File: src/rtl/pcie_irq_requester.sv
// pcie_irq_requester: turns per-channel interrupt edges into the PCIe DMA
// core's usr_irq_req/usr_irq_ack handshake. A request is held until it is
// acknowledged. Events seen while a channel is busy are folded into a single
// pending request, and every extra merged event is counted.
// Optional macro IRQ_ACK_TIMEOUT_EN: abandon a request after ACK_TIMEOUT
// cycles without an ack and raise a sticky irq_timeout flag.
module pcie_irq_requester #(
    parameter int IRQ_COUNT      = 4,
    parameter int HOLDOFF_CYCLES = 8,
    parameter int ACK_TIMEOUT    = 1000000
) (
    input  logic                 clk,
    input  logic                 resetn,
    input  logic [IRQ_COUNT-1:0] irq_in,
    input  logic [IRQ_COUNT-1:0] irq_enable,
    output logic [IRQ_COUNT-1:0] usr_irq_req,
    input  logic [IRQ_COUNT-1:0] usr_irq_ack,
    output logic [IRQ_COUNT-1:0] irq_pending,
    output logic [15:0]          coalesce_count,
    input  logic                 clear_stats,
    output logic [IRQ_COUNT-1:0] irq_timeout
);

    typedef enum logic [1:0] {IDLE, REQ, HOLDOFF} state_t;

    // The holdoff counter only has to hold HOLDOFF_CYCLES-1
    localparam int HW = (HOLDOFF_CYCLES > 2) ? $clog2(HOLDOFF_CYCLES) : 1;
    localparam logic [HW-1:0] HOLD_LOAD = HW'(HOLDOFF_CYCLES - 1);

    state_t               state    [IRQ_COUNT];
    logic [HW-1:0]        hold_cnt [IRQ_COUNT];
    logic [IRQ_COUNT-1:0] irq_prev;
    logic [IRQ_COUNT-1:0] irq_event;
    logic [IRQ_COUNT-1:0] coalesce_hit;
    logic [IRQ_COUNT-1:0] req_expired;

    function automatic logic [4:0] popcount(input logic [IRQ_COUNT-1:0] v);
        logic [4:0] pc;
        pc = '0;
        for (int i = 0; i < IRQ_COUNT; i++) pc = pc + 5'(v[i]);
        return pc;
    endfunction

    function automatic logic [15:0] sat_add(input logic [15:0] a, input logic [4:0] b);
        logic [16:0] s;
        s = {1'b0, a} + 17'(b);
        return s[16] ? 16'hFFFF : s[15:0];
    endfunction

    assign irq_event = irq_in & ~irq_prev & irq_enable;

    // An event coalesces when it lands on a busy channel that already has one pending
    always_comb begin
        coalesce_hit = '0;
        for (int i = 0; i < IRQ_COUNT; i++)
            coalesce_hit[i] = irq_event[i] & irq_pending[i] & (state[i] != IDLE);
    end

    // Edge-detect history, sampled every clock
    always_ff @(posedge clk or negedge resetn) begin
        if (!resetn) irq_prev <= '0;
        else         irq_prev <= irq_in;
    end

    // Per-channel request FSM: IDLE -> REQ -> (HOLDOFF) -> IDLE
    always_ff @(posedge clk or negedge resetn) begin
        if (!resetn) begin
            usr_irq_req <= '0;
            irq_pending <= '0;
            for (int i = 0; i < IRQ_COUNT; i++) begin
                state[i]    <= IDLE;
                hold_cnt[i] <= '0;
            end
        end else begin
            for (int i = 0; i < IRQ_COUNT; i++) begin
                case (state[i])
                    IDLE: begin
                        irq_pending[i] <= 1'b0;
                        if (irq_event[i] | (irq_pending[i] & irq_enable[i])) begin
                            state[i]       <= REQ;
                            usr_irq_req[i] <= 1'b1;
                        end
                    end
                    REQ: begin
                        irq_pending[i] <= irq_enable[i] & (irq_pending[i] | irq_event[i]);
                        if (usr_irq_ack[i] | req_expired[i]) begin
                            usr_irq_req[i] <= 1'b0;
                            if (HOLDOFF_CYCLES == 0) begin
                                state[i] <= IDLE;
                            end else begin
                                state[i]    <= HOLDOFF;
                                hold_cnt[i] <= HOLD_LOAD;
                            end
                        end
                    end
                    HOLDOFF: begin
                        irq_pending[i] <= irq_enable[i] & (irq_pending[i] | irq_event[i]);
                        if (hold_cnt[i] == '0) state[i] <= IDLE;
                        else                   hold_cnt[i] <= hold_cnt[i] - HW'(1);
                    end
                    default: state[i] <= IDLE;
                endcase
            end
        end
    end

    // Saturating count of merged events; clear wins over increment
    always_ff @(posedge clk or negedge resetn) begin
        if (!resetn)          coalesce_count <= '0;
        else if (clear_stats) coalesce_count <= '0;
        else                  coalesce_count <= sat_add(coalesce_count, popcount(coalesce_hit));
    end

`ifdef IRQ_ACK_TIMEOUT_EN
    localparam logic [31:0] TO_LAST = 32'(ACK_TIMEOUT - 1);

    logic [31:0] to_cnt [IRQ_COUNT];

    always_comb begin
        req_expired = '0;
        for (int i = 0; i < IRQ_COUNT; i++)
            req_expired[i] = (state[i] == REQ) && (to_cnt[i] == TO_LAST);
    end

    // Ack-wait counter runs only while requesting; timeout flag is sticky
    always_ff @(posedge clk or negedge resetn) begin
        if (!resetn) begin
            irq_timeout <= '0;
            for (int i = 0; i < IRQ_COUNT; i++) to_cnt[i] <= '0;
        end else begin
            for (int i = 0; i < IRQ_COUNT; i++) begin
                to_cnt[i] <= (state[i] == REQ) ? to_cnt[i] + 32'd1 : 32'd0;
                if (clear_stats)
                    irq_timeout[i] <= 1'b0;
                else if (req_expired[i] & ~usr_irq_ack[i])
                    irq_timeout[i] <= 1'b1;
            end
        end
    end
`else
    assign req_expired = '0;
    assign irq_timeout = '0;
`endif

endmodule

File: config.mk
export PLATFORM = sky130hd
export DESIGN_NAME = pcie_irq_requester
export DESIGN_NICKNAME = d
export VERILOG_FILES = /design/src/rtl/pcie_irq_requester.sv
export SDC_FILE = /design/constraint.sdc
export NUM_CORES = 1
export LEC_CHECK = 0
export BUFFER_PORTS_ARGS = -buffer_cell sky130_fd_sc_hd__buf_4
export CAP_MARGIN = 20
export CORE_AREA = 2 2 103 105
export CTS_BUF_LIST = sky130_fd_sc_hd__clkbuf_8
export CTS_CLUSTER_SIZE = 25
export DETAILED_ROUTE_END_ITERATION = 10
export DIE_AREA = 0 0 105 107
export SLEW_MARGIN = 15
export SYNTH_ARGS = -nofsm -noshare
export SYNTH_HDL_FRONTEND = slang
export SYNTH_SLANG_ARGS = --single-unit
export TNS_END_PERCENT = 20
File: constraint.sdc
create_clock -name clk -period 3.25 [get_ports clk]
set_input_delay 0.1625 -clock clk [delete_from_list [all_inputs] [get_ports clk]]
set_output_delay 0.1625 -clock clk [all_outputs]
set_load 0.02 [all_outputs]
==> results.json, run 1 <==
{
  "stdcell_count": 504,
  "crit_required_ns": 3.49,
  "via_per_inst": 4.70,
  "p_switching_mw": 0.947,
  "fin_crit_ns": 3.06,
  "die_y_um": 107,
  "drt_iter0_markers": 91,
  "gp_congestion": 0.767,
  "grt_max_degree": 49,
  "rr_worst_depth": 12,
  "p_total_mw": 2.57,
  "synth_ff_type": "dfrtp_1",
  "cpPeakStageDelay_ns": 0.54,
  "hold_viol_final": 0,
  "worstPathCellList": "dlygate4sd3_1 -> buf_4 -> nor2b_1 -> nand4b_1 -> fa_1 -> fa_2 -> inv_1 -> fa_2 -> nand3_4 -> or4_4 -> or3_4 -> o21ai_2",
  "place.port_buffers": 38,
  "yosysWarnings": 0,
  "core_area_um2": 10100,
  "ys_ff_latch": 48,
  "pwr_density_cell_nw_per_um2": 700,
  "cts.path.max_buffers": 2,
  "first_pass_iters": 4,
  "yosysSeqAreaShare_pct": 40.8,
  "drt-total-wl_mm": 6.26,
  "whs_ns": 0.131,
  "clk_pin_slew_worst_paths_ns": 0.10,
  "fin_area_um2": 3670,
  "min_path_cells": 3,
  "synthArstFlopShare_pct": 100,
  "p_sw_share_pct": 36.9,
  "antenna_found_initial": 0,
  "grt_pass1_wl_mm": 10.9,
  "avgSynthCellArea_um2": 9.50,
  "rsz0062_at_grt": "false",
  "regArea_um2": 1200,
  "vias": 2371,
  "cts_buffers": 5,
  "path_buf_inv": 3,
  "power_frac_comb_pct": 45.1,
  "r2r_setup_slack_ns": 0.21,
  "synth_cell_type_count": 49,
  "first_global_vias": 2303,
  "r2r_end": "coalesce_count[11]",
  "rows": 37,
  "status": "finished, final reports clean",
  "drv_slew": 0,
  "crit_fanout": 5,
  "skew_ns": 0.00713,
  "vdd_ir_drop_max_uv": 277,
  "antennaDiodeCount": 0,
  "p_int_mw": 1.62,
  "drc": 0,
  "gr-total-overflow": 0,
  "final_common_cell": "buf_4",
  "cts_tree": "done",
  "place_hpwl_mm": 4.61,
  "finalCritPeriodShare_pct": 94.0,
  "slew_headroom_pct": 57.6,
  "start_util_pct": 29.2,
  "tightest_slew_ns": 0.635,
  "whs_endpoint": "irq_pending[3]",
  "crit_family": "simple AND/OR/NAND/NOR gates",
  "place_area_um2": 3440,
  "synth_area_um2": 2950,
  "setup_viol": 0,
  "wl_per_cell_um": 12.4,
  "ctsHtreeMaxLevel": 2,
  "syn2layout_area_growth_pct": 24.5,
  "layout_common_cells": "buf_4 (50), dfrtp_1 (48), inv_1 (37), a21oi_1 (31), nor2_1 (29)",
  "fp.dieW_um": 105,
  "cts_root_buf": "clkbuf_8",
  "dieArea_um2": 11200,
  "dp.cells": 489,
  "min_path_type": "in2reg",
  "r2r-start": "state[2]",
  "cp-startpoint": "irq_in[0]",
  "p_seq_share_pct": 34.4,
  "clk-insertion-delay-late_ns": 0.30,
  "worstHoldStart": "irq_enable[3]",
  "drive_gt1_share_pct": 21.2,
  "maxCapViolCount": 0,
  "synth-edff-count": 0,
  "arrival_ns": 3.30,
  "synthCells": 310,
  "max_freq_mhz": 327,
  "grt_usage_pct": 11.9,
  "numClockSinks": 48,
  "crit_slowest_cell": "dlygate4sd3_1",
  "p_clk_share_pct": 20.6,
  "startpoint_type": "input pin",
  "multiInputGateArea_um2": 1590,
  "ant_nets": 0,
  "critPathKind": "in2reg",
  "io_pins": 43,
  "finalNetCount": 412,
  "fillers": 1038,
  "crit_path_frequent_cell": "fa_2",
  "cellLeakagePower_nw": 1.73,
  "cp-end-kind": "flip-flop"
}
-- power by group through the flow --
stage / logic (mW) / clock network, mW / registers (mW)
2_1_floorplan: 0.771 / 0 / 0.924
3_3_place_gp: 1.11 / 0 / 0.885
3_5_place_dp: 1.15 / 0 / 0.893
4_1_cts: 1.16 / 0.550 / 0.882
5_1_grt: 1.33 / 0.569 / 0.906
6_report: 1.16 / 0.528 / 0.882
-- cell usage after synthesis (5+ instances only) --
library cell / count / area (µm²)
a211oi_1: 7 / 52.6
nand2b_1: 6 / 37.5
nand2_1: 14 / 52.6
mux2_2: 7 / 78.8
nor2_1: 29 / 109
xor2_1: 7 / 61.3
a21oi_1: 31 / 155
inv_1: 37 / 139
dfrtp_1: 48 / 1200
nand4_1: 5 / 31.3
o21ai_0: 14 / 70.1
ha_1: 27 / 338
nor3_1: 5 / 25.0
nor2b_1: 11 / 68.8
-- metal layers --
metal  part of all wire [%]  vias up  GRT usage, %
met3                    4.7        6          3.16
met2                     47       36          19.8
li1                       -     1182             -
met4                    1.2        0          3.43
met1                     47     1147          15.1
met5                      0        -             0
-- sequential cells by signal (all words and copies together), names as in the netlist --
signal,count
coalesce_count,16
hold_cnt,12
irq_pending,4
irq_prev,4
state,8
usr_irq_req,4
-- cell families after synthesis --
logic type	synth area share (%)
fa+ha+maj	13.5
other cells	0.127
buf+inv	6.46
mux	4.04
simple gates	16.1
flops	40.8
compound gates	15.7
xor+xnor	3.27
-- per-stage QoR --
| stage | utilization, % | TNS (ns) | setup slack, ns |
|---|---|---|---|
| floorplan | - | 0 | 0.000489 |
| global placement | 34.1 | 0 | 0.0338 |
| detailed placement | 34.1 | -0.0320 | -0.0182 |
| CTS | 36.0 | 0 | 0.0251 |
| global route | 36.3 | 0 | 0.0399 |
| finish | 36.3 | 0 | 0.194 |
-- layout make-up --
type / count / area share [%]
multi-input cells: 220 / 43.4
inverters: 37 / 3.79
clock inverters: 3 / 1.88
flip-flops and latches: 48 / 32.8
well taps: 136 / 4.64
repair buffers: 55 / 11.6
clock buffers: 5 / 1.88
-- worst max path at each step --
stage / to / slack, ns / cells after the start
after floorplan: coalesce_count[11] / 0.0005 / 12
after global placement: coalesce_count[8] / 0.03 / 12
final: coalesce_count[11] / 0.19 / 12
after global routing: coalesce_count[11] / 0.04 / 12
after detailed placement: coalesce_count[11] / -0.02 / 12
after CTS: coalesce_count[11] / 0.03 / 12
-- repair_timing --
item | CTS | global route
setup endpoints to repair | 5 | 16
hold buffers | 5 | 0
gates cloned | 0 | 0
buffers inserted | 0 | 2
pin swaps | 4 | 5
resized for setup | 1 | 10
hold endpoints to repair | 52 | 0
-- tightest hold or removal path: cells and delay by family --
kind | cells | cell delay (ns)
AND/OR/NAND/NOR | 1 | 0.10
buffers and inverters | 1 | 0.09
AO/OA/AOI/OAI | 1 | 0.05
Power figures use the tool's default switching activity.
==> inputs of run 2 (changes only) <==
Settings changed: REMOVE_ABC_BUFFERS from default to 1.
==> run 2 against run 1 <==
Utilization is 0.84 points lower. Wire length is 1.4% lower. Critical path depth is 1 lower. Count of clock-buffer cells in the layout stayed put. Flip-flop and latch count stayed put. Sequential power hardly changed. Sequential share of layout area is 0.78 points higher. Design area is 2.3% lower. Combinational power hardly changed. Worst hold slack better by 0.016 ns. Global-route usage is 0.36 points lower. Fmax is 2.0% lower. Largest cell class unchanged. Highest routed layer unchanged.
==> results.json, run 2 (synthesis gave the netlist of run 1 again) <==
{
  "status": "finished, final reports clean",
  "clk-insertion-delay-late_ns": 0.30,
  "drc": 0,
  "r2r-start": "state[6]",
  "setup_tns_ns": 0,
  "largestRegisters": "coalesce_count x16, hold_cnt x12, state x8",
  "die_y_um": 107,
  "io_pins": 43,
  "fp.dieW_um": 105,
  "final_common_cell": "buf_4",
  "path_buf_inv": 2,
  "stdcell_count": 502,
  "cts_root_buf": "clkbuf_8",
  "arrival_ns": 3.35,
  "cp.depth": 11,
  "maxCapViolCount": 0,
  "drt-total-wl_mm": 6.18,
  "tightest_slew_ns": 0.644,
  "vias": 2336,
  "r2r_setup_slack_ns": 0.13,
  "ant_nets": 0,
  "layout_common_cells": "buf_4 (49), dfrtp_1 (48), inv_1 (37), a21oi_1 (31), nor2_1 (29)",
  "wl_per_cell_um": 12.3,
  "antenna_found_initial": 0,
  "worst_slack_ns": 0.132,
  "dieArea_um2": 11200,
  "worstPathCellList": "inv_1 -> ha_1 -> nand4b_1 -> fa_1 -> fa_2 -> inv_2 -> fa_2 -> nand3_4 -> or4_4 -> or3_4 -> o21ai_1",
  "crit_path_end": "coalesce_count[13]",
  "drv_slew": 0,
  "drive_gt1_share_pct": 19.7,
  "grt_max_degree": 49,
  "via_per_inst": 4.65,
  "cpPeakStageDelay_ns": 0.54,
  "largest_reg_flops": 16,
  "slew_headroom_pct": 57.1,
  "place_hpwl_mm": 4.58,
  "hold_viol_final": 0,
  "finalCritPeriodShare_pct": 95.9,
  "cts.path.max_buffers": 2,
  "start_util_pct": 29.2,
  "critPathKind": "reg2reg",
  "p_total_mw": 2.37,
  "rsz0062_at_grt": "true",
  "crit_fanout": 5,
  "max_freq_mhz": 321,
  "startpoint_type": "flip-flop",
  "crit_family": "adder cells",
  "grt_pass1_wl_mm": 10.6,
  "drt_iter0_markers": 93,
  "gr-total-overflow": 0,
  "first_pass_iters": 6,
  "min_path_type": "in2reg",
  "cp-startpoint": "state[6]",
  "fin_crit_ns": 3.12,
  "rows": 37,
  "cts_buffers": 5,
  "crit_slowest_cell": "or4_4",
  "cellLeakagePower_nw": 1.69,
  "vdd_ir_drop_max_uv": 350,
  "dpl_worst_slack_ns": -0.00313,
  "r2r_end": "coalesce_count[13]",
  "grt_usage_pct": 11.5,
  "crit_required_ns": 3.48,
  "syn2layout_area_growth_pct": 21.6,
  "pwr_density_cell_nw_per_um2": 662,
  "antennaDiodeCount": 0,
  "cts_tree": "done",
  "finalNetCount": 411,
  "rr_worst_depth": 11,
  "gp_congestion": 0.788,
  "numClockSinks": 48,
  "dp.cells": 489,
  "setup_viol": 0,
  "clk_pin_slew_worst_paths_ns": 0.09,
  "ctsHtreeMaxLevel": 2,
  "place.port_buffers": 38,
  "first_global_vias": 2293,
  "skew_ns": 0.00938,
  "core_area_um2": 10100,
  "largest-register": "coalesce_count",
  "cp-end-kind": "flip-flop",
  "crit_path_frequent_cell": "fa_2"
}
## run 2: cell count changes in the layout (fill, tap and decap cells not counted), moves of 2 or more
cell       before  now
bufinv_16       2    0
o21ai_2         4    0
nor2b_1        11    9
nor2b_2         0    2
o21ai_1         0    3
## run 2: layout make-up
type	instances	area, µm²
sequential	48	1200
inverter	37	139
multi-input combinational	220	1580
fill	1060	6510
clock inverter	2	8.76
clock buffer	5	68.8
timing repair buffer	54	418
tap	136	170
## run 2: worst min path at each step
stage / from / end / slack, ns / depth (start not counted)
after global routing: irq_enable[2] / irq_pending[2] / 0.14 / 3
after floorplan: resetn / coalesce_count[0] / -0.13 / 0
final: irq_enable[2] / irq_pending[2] / 0.15 / 3
after CTS: irq_enable[3] / irq_pending[3] / 0.14 / 3
after detailed placement: resetn / usr_irq_req[1] / 0.24 / 1
after global placement: resetn / usr_irq_req[1] / 0.23 / 1
## run 2: layer usage
layer  vias up  track usage [%]  wire, µm
met5         -                0         0
met4         0             3.71        47
met3         5             2.13       223
met2        47             19.6      3000
met1      1112             14.8      2910
li1       1172                -         -
## run 2: tightest hold or removal path, cell delays in order
cell	delay, ns
buf_4	0.10
a21oi_1	0.06
nor2_1	0.09
## run 2: what timing repair did
item / CTS / global route
hold endpoints to repair: 52 / 0
resized for setup: 2 / 6
cloned: 0 / 0
hold buffers: 5 / 0
pin swaps: 3 / 3
buffers inserted: 0 / 1
setup endpoints to repair: 4 / 12
## run 2: power breakdown
part	leakage [nW]	internal, mW	switching (mW)
clock network	0.0452	0.144	0.198
logic	1.06	0.540	0.608
registers	0.591	0.758	0.121
## run 2: per-stage QoR
stage / util [%] / hold WS [ns] / area (µm²)
2_1_floorplan: - / -0.133 / 2910
3_3_place_gp: 34.0 / 0.232 / 3440
3_5_place_dp: 34.0 / 0.236 / 3440
4_1_cts: 35.4 / 0.141 / 3570
5_1_grt: 35.5 / 0.144 / 3580
6_report: 35.5 / 0.147 / 3580
